==> src/rtl/extio8x4_pkg.sv <==
// extio8x4_pkg: shared state, channel and burst-length encodings for the extio8x4 initiator
package extio8x4_pkg;

    typedef enum logic [2:0] {STAT, CMD1, CMD2, DH, DL, DZ} state_t;

    localparam logic [1:0] CH_RX0 = 2'b00;
    localparam logic [1:0] CH_TX0 = 2'b01;
    localparam logic [1:0] CH_RX1 = 2'b10;
    localparam logic [1:0] CH_TX1 = 2'b11;

    localparam logic [1:0] BL1 = 2'b00;
    localparam logic [1:0] BL2 = 2'b01;
    localparam logic [1:0] BL4 = 2'b10;

    // Largest power of two not exceeding min(max_burst, avail); avail is always >= 1 here
    function automatic logic [1:0] burst_code(input int max_burst, input int avail);
        return (max_burst >= 4 && avail >= 4) ? BL4 : (max_burst >= 2 && avail >= 2) ? BL2 : BL1;
    endfunction

    function automatic logic [2:0] burst_len(input logic [1:0] code);
        return 3'd1 << code;
    endfunction

endpackage

==> src/rtl/extio8x4_axis_fifo.sv <==
// extio8x4_axis_fifo: byte FIFO with extra-bit pointers and occupancy count, no fall-through
module extio8x4_axis_fifo #(
    parameter int DEPTH = 4
) (
    input  logic                     clk,
    input  logic                     resetn,
    input  logic                     push,
    input  logic [7:0]               din,
    input  logic                     pop,
    output logic [7:0]               dout,
    output logic [$clog2(DEPTH):0]   count,
    output logic                     full,
    output logic                     empty
);
    localparam int AW = $clog2(DEPTH);

    logic [7:0]  mem [DEPTH];
    logic [AW:0] wptr, rptr;

    always_ff @(posedge clk or negedge resetn) begin
        if (!resetn) begin
            wptr <= '0;
            rptr <= '0;
        end else begin
            if (push) wptr <= wptr + 1'b1;
            if (pop) rptr <= rptr + 1'b1;
        end
    end

    always_ff @(posedge clk) begin
        if (push) mem[wptr[AW-1:0]] <= din;
    end

    assign dout  = mem[rptr[AW-1:0]];
    assign count = wptr - rptr;
    assign empty = wptr == rptr;
    assign full  = (wptr[AW] != rptr[AW]) && (wptr[AW-1:0] == rptr[AW-1:0]);

endmodule

==> src/rtl/extio8x4_ifsm_burst.sv <==
// extio8x4_ifsm_burst: extio initiator bridging two AXIS write and two AXIS read streams,
// with per-channel FIFOs, round-robin arbitration and power-of-two bursts.
module extio8x4_ifsm_burst
    import extio8x4_pkg::*;
#(
    parameter int FIFO_DEPTH = 4,
    parameter int MAX_BURST  = 4
) (
    input  logic       clk,
    input  logic       resetn,
    input  logic       axis_rx0_tvalid,
    output logic       axis_rx0_tready,
    input  logic [7:0] axis_rx0_tdata8,
    input  logic       axis_rx1_tvalid,
    output logic       axis_rx1_tready,
    input  logic [7:0] axis_rx1_tdata8,
    output logic       axis_tx0_tvalid,
    input  logic       axis_tx0_tready,
    output logic [7:0] axis_tx0_tdata8,
    output logic       axis_tx1_tvalid,
    input  logic       axis_tx1_tready,
    output logic [7:0] axis_tx1_tdata8,
    input  logic [3:0] iodata4_i,
    input  logic [3:0] iodata4_s,
    output logic [3:0] iodata4_o,
    output logic [3:0] iodata4_e,
    output logic [3:0] iodata4_t,
    output logic       ioreq1_o,
    output logic       ioreq2_o,
    input  logic       ioack_s,
    output logic       busy_o
);
    localparam int CW = $clog2(FIFO_DEPTH) + 1;

    state_t        state, state_n;
    logic          ack_q, rise, fall, launch, done, wr;
    logic [1:0]    last_grant, grant, cur_ch, cur_code, launch_code;
    logic [2:0]    cnt;
    logic [3:0]    hi, req, push, pop, full, empty;
    logic [7:0]    din [4];
    logic [7:0]    dout [4];
    logic [7:0]    wbyte;
    logic [CW-1:0] count [4];
    logic [CW-1:0] avail [4];

    // Channel index equals channel code; status bit for code c is c^1
    for (genvar c = 0; c < 4; c++) begin : g_ch
        extio8x4_axis_fifo #(.DEPTH(FIFO_DEPTH)) u_fifo (
            .clk(clk), .resetn(resetn), .push(push[c]), .din(din[c]), .pop(pop[c]),
            .dout(dout[c]), .count(count[c]), .full(full[c]), .empty(empty[c])
        );
        assign avail[c] = (c % 2 == 1) ? CW'(FIFO_DEPTH) - count[c] : count[c];
        assign req[c]   = state == STAT && !iodata4_s[c ^ 1] && ((c % 2 == 1) ? !full[c] : !empty[c]);
    end

    assign rise   = ioack_s && !ack_q;
    assign fall   = !ioack_s && ack_q;
    assign launch = |req && !ioack_s;
    assign done   = state == DL && fall;
    assign wr     = !cur_ch[0];
    assign wbyte  = cur_ch[1] ? dout[2] : dout[0];

    assign push[0] = axis_rx0_tvalid && !full[0];
    assign push[1] = done && cur_ch == CH_TX0;
    assign push[2] = axis_rx1_tvalid && !full[2];
    assign push[3] = done && cur_ch == CH_TX1;
    assign pop[0]  = done && cur_ch == CH_RX0;
    assign pop[1]  = axis_tx0_tready && !empty[1];
    assign pop[2]  = done && cur_ch == CH_RX1;
    assign pop[3]  = axis_tx1_tready && !empty[3];
    assign din[0]  = axis_rx0_tdata8;
    assign din[1]  = {hi, iodata4_i};
    assign din[2]  = axis_rx1_tdata8;
    assign din[3]  = {hi, iodata4_i};

    assign axis_rx0_tready = !full[0];
    assign axis_rx1_tready = !full[2];
    assign axis_tx0_tvalid = !empty[1];
    assign axis_tx1_tvalid = !empty[3];
    assign axis_tx0_tdata8 = dout[1];
    assign axis_tx1_tdata8 = dout[3];
    assign iodata4_t       = ~iodata4_e;
    assign busy_o          = state != STAT;

    // Nearest requester after last_grant wins; offset 4 wraps back to last_grant itself
    always_comb begin
        grant = last_grant;
        for (int i = 4; i >= 1; i--)
            if (req[last_grant + 2'(i)]) grant = last_grant + 2'(i);
        launch_code = burst_code(MAX_BURST, int'(avail[grant]));
    end

    always_ff @(posedge clk or negedge resetn) begin
        if (!resetn) begin
            state <= STAT;
            ack_q <= 1'b0;
        end else begin
            state <= state_n;
            ack_q <= ioack_s;
        end
    end

    always_ff @(posedge clk or negedge resetn) begin
        if (!resetn) begin
            last_grant <= CH_TX1;
            cur_ch     <= CH_RX0;
            cur_code   <= BL1;
            cnt        <= '0;
            hi         <= '0;
        end else begin
            if (launch) begin
                last_grant <= grant;
                cur_ch     <= grant;
                cur_code   <= launch_code;
                cnt        <= burst_len(launch_code);
            end
            if (state == DH && rise) hi <= iodata4_i;
            if (done) cnt <= cnt - 3'd1;
        end
    end

    always_comb begin
        state_n   = state;
        ioreq1_o  = 1'b0;
        ioreq2_o  = 1'b0;
        iodata4_e = 4'h0;
        iodata4_o = 4'h0;
        case (state)
            STAT: if (launch) state_n = CMD1;
            CMD1: begin
                ioreq1_o = 1'b1;
                if (rise) state_n = CMD2;
            end
            CMD2: begin
                ioreq1_o  = 1'b1;
                ioreq2_o  = 1'b1;
                iodata4_e = 4'hF;
                iodata4_o = {cur_code, cur_ch};
                if (fall) state_n = DH;
            end
            DH: begin
                ioreq1_o  = 1'b1;
                iodata4_e = wr ? 4'hF : 4'h0;
                iodata4_o = wr ? wbyte[7:4] : 4'h0;
                if (rise) state_n = DL;
            end
            DL: begin
                ioreq1_o  = 1'b1;
                ioreq2_o  = 1'b1;
                iodata4_e = wr ? 4'hF : 4'h0;
                iodata4_o = wr ? wbyte[3:0] : 4'h0;
                if (fall) state_n = cnt > 3'd1 ? DH : DZ;
            end
            DZ: begin
                ioreq1_o = 1'b1;
                if (rise) state_n = STAT;
            end
            default: state_n = STAT;
        endcase
    end

endmodule
==> config.mk <==
export PLATFORM = sky130hd
export DESIGN_NAME = extio8x4_ifsm_burst
export DESIGN_NICKNAME = d
export VERILOG_FILES = /design/src/rtl/extio8x4_pkg.sv /design/src/rtl/extio8x4_axis_fifo.sv /design/src/rtl/extio8x4_ifsm_burst.sv
export SDC_FILE = /design/constraint.sdc
export NUM_CORES = 1
export LEC_CHECK = 0
export CAP_MARGIN = 20
export CORE_MARGIN = 5
export CORE_UTILIZATION = 45
export CTS_CLUSTER_SIZE = 14
export DETAILED_ROUTE_END_ITERATION = 6
export GPL_ROUTABILITY_DRIVEN = 0
export PLACE_DENSITY = 0.76
export SLEW_MARGIN = 20
export SYNTH_ARGS = -nofsm -noshare
export SYNTH_HDL_FRONTEND = slang
export SYNTH_SLANG_ARGS = --single-unit
==> constraint.sdc <==
create_clock -name clk -period 4 [get_ports clk]
set_clock_uncertainty 0.05 [all_clocks]
set_input_delay 0.8 -clock clk [delete_from_list [all_inputs] [get_ports clk]]
set_output_delay 0.8 -clock clk [all_outputs]
set_load 0.02 [all_outputs]
==> reports/results.txt <==
vias - 4063
Synth Net Count - 525
Area Growth Syn to Fin - 19.5%
VDD IR max - 0.494 mV
core area - 16500 sq um
MaxCap Viol Count - 0
die area - 19400 sq um
setup bufs post-CTS - 0
endpoint class of the critical path - output port
share of layout cells above drive strength 1 - 16.7%
Tcrit/Tclk final - 93.0%
area leader, netlist - edfxtp_1
Critical Path Max Stage Delay - 0.74 ns
syn_area_per_cell - 16.3 sq um
die width - 139 um
initial core utilization - 45.7%
first-pass GRT wire length - 22.8 mm
CP arrival - 2.87 ns
Hold Crit Class - in2async
Setup TNS - 0 ns
CTS tree - built
worst slew pin tran - 0.686 ns
unrepaired setup endpoints after global routing - no
Setup-failing EPs final - 0
drt pass-1 iters - 5
Cell variety after synth - 52
DIE HEIGHT - 139 um
f_max - 269 MHz
Setup CP Type - reg2out
CTS root buf - clkbuf_16
Fin. Hold Viols - 0
vias per inst - 5.36
Cells after Synth - 460
startpoint type of the worst setup path - flip-flop
worst skew pair latency - 0.42 ns
fin crit period - 3.72 ns
post-synthesis cell area - 7520 sq um
Synth area leaders - edfxtp_1, dfrtp_1, mux4_2, ha_1, xnor2_1
status - complete, no violations
Req. time, crit path - 3.15 ns
area fraction of the dominant cell type after synthesis - 51.1%
number of diodes - 0
port buffer count - 65
# rows - 47
FF-to-FF path depth - 8
cell family with most CP delay - flip-flops
CTS sink count - 169
Routed WL per cell - 18.7 um
most frequent cells in the layout - edfxtp_1, clkdlybuf4s50_1, dfrtp_1
clock slew at reported path FFs - 0.06 ns
DP Area - 8360 sq um
total CTS buffers - 17
nets@finish - 590
Synth Flop Type - edfxtp_1
DRC violations left - 0
largest fanout on the critical path - 11
fin area - 8980 sq um
post-CTS sizing - 0
largest net degree at the start of global routing - 42
max-slew violations - 0
Leakage - 0.00330 uW
Yosys reg bits - 169
relative slew slack - 54.3%
yosys warns - 0
drt total wl - 14.2 mm
vias in the first global route - 4290
FFs w/ async S/R, synth - 24.3%
# H-tree levels - 4
Worst Path Buf+Inv - 1
Iter 0 DRT Violations - 194
cells along the critical path - mux4_2, nand2_1, nor2_1, a21oi_1, nor2_1, a21oi_1, o22ai_1, clkdlybuf4s50_1
total global routing overflow - 0
Tot GR Track Use - 15.3%
CTS Hold Bufs - 0
commonest non-fill, non-tap cell in the layout - edfxtp_1
Bufs on Longest Clock Path - 2
CP max-delay cell - dfrtp_1
Critical Path Stages - 8
Pwr Density - 766 nW/um^2
number of flops mapped to enable cells by yosys - 128
Boundary Pins - 66
Final ANT Viol Nets - 0
initial antenna violation count - 0
post-DP HPWL - 9.85 mm
sequential element share of the synthesized area - 64.8%
## final timing paths
kind	start	endpoint	slack (ns)
min in group clk	ack_q$_DFF_PN0_	state[2]$_DFFE_PN0P_	0.44
worst min register to register	ack_q$_DFF_PN0_	state[2]$_DFFE_PN0P_	0.44
worst min-delay path	resetn	g_ch[1].u_fifo.wptr[2]$_DFFE_PN0P_	0.33
worst max register to register	g_ch[2].u_fifo.rptr[1]$_DFFE_PN0P_	cur_code[1]$_DFFE_PN0P_	0.85
max in group asynchronous	resetn	g_ch[2].u_fifo.wptr[1]$_DFFE_PN0P_	3.19
worst max-delay path	g_ch[0].u_fifo.rptr[0]$_DFFE_PN0P_	iodata4_o[1]	0.28
## cell type report
| cell class | instances | area (sq um) |
|---|---|---|
| fillers | 1299 | 7490 |
| multi-input cells | 244 | 2450 |
| clock inverters | 11 | 171 |
| well taps | 220 | 275 |
| clock buffers | 21 | 450 |
| flip-flops and latches | 169 | 4870 |
| inverters | 25 | 93.8 |
| repair buffers | 68 | 671 |
## cells in the mapped netlist, types with 6 or more instances
library cell  count
mux2_2            8
nor3_1            6
mux4_2           33
nor2_1           11
nand2_1          25
dfrtp_1          39
and3_1           10
xor2_1            8
clkbuf_1         12
inv_1            24
o21ai_0           8
and2_1           11
edfxtp_1        128
nand3_1           9
xnor2_1          17
mux2i_1          10
ha_1             32
a21oi_1          11
buf_4             6
## registers in the layout (all words and copies together), names as in the netlist
name	flops
g_ch.u_fifo.mem	128
g_ch.u_fifo.rptr	12
g_ch.u_fifo.wptr	12
hi	4
cnt	3
state	3
cur_ch	2
cur_code	2
last_grant	2
ack_q	1
## report_power, final
| group | internal (uW) | switching (uW) | leakage (uW) | total [uW] |
|---|---|---|---|---|
| registers | 2270 | 397 | 0.00165 | 2660 |
| logic | 1250 | 1260 | 0.00136 | 2510 |
| clock network | 1060 | 646 | 0.000288 | 1710 |
## through the flow
stage                     setup WS (ns)  total power [uW]  hold WS, ns  util (%)  instances
final                             0.279              6880        0.326      54.5        758
after floorplan                    1.09              4380        0.406         -        460
after CTS                         0.247              6960        0.445      54.5        758
after detailed placement          0.734              5230        0.448      50.7        726
after global routing             0.0136              7290        0.350      54.5        758
after global placement            0.697              5130        0.433      50.7        726
## cells by family (layout without fill, tap and decap cells)
family | count (synthesis) | after routing | synth area share, %
and+or+nand+nor | 85 | 85 | 5.93
adders and majority gates | 34 | 34 | 5.86
DFF | 169 | 169 | 64.8
AOI/OAI and AO/OA | 46 | 46 | 4.68
xor gates and xnor gates | 28 | 28 | 3.56
buffers and inverters | 47 | 125 | 2.75
muxes | 51 | 51 | 12.4
## metal layers
layer	vias up	routed length [um]	global-route usage, %
met1	2050	5660	18.6
met5	-	0	0
met4	0	312	5.56
met3	21	751	4.60
met2	126	7480	26.2
li1	1866	-	-
No activity file was read; power rests on OpenSTA's default activity.
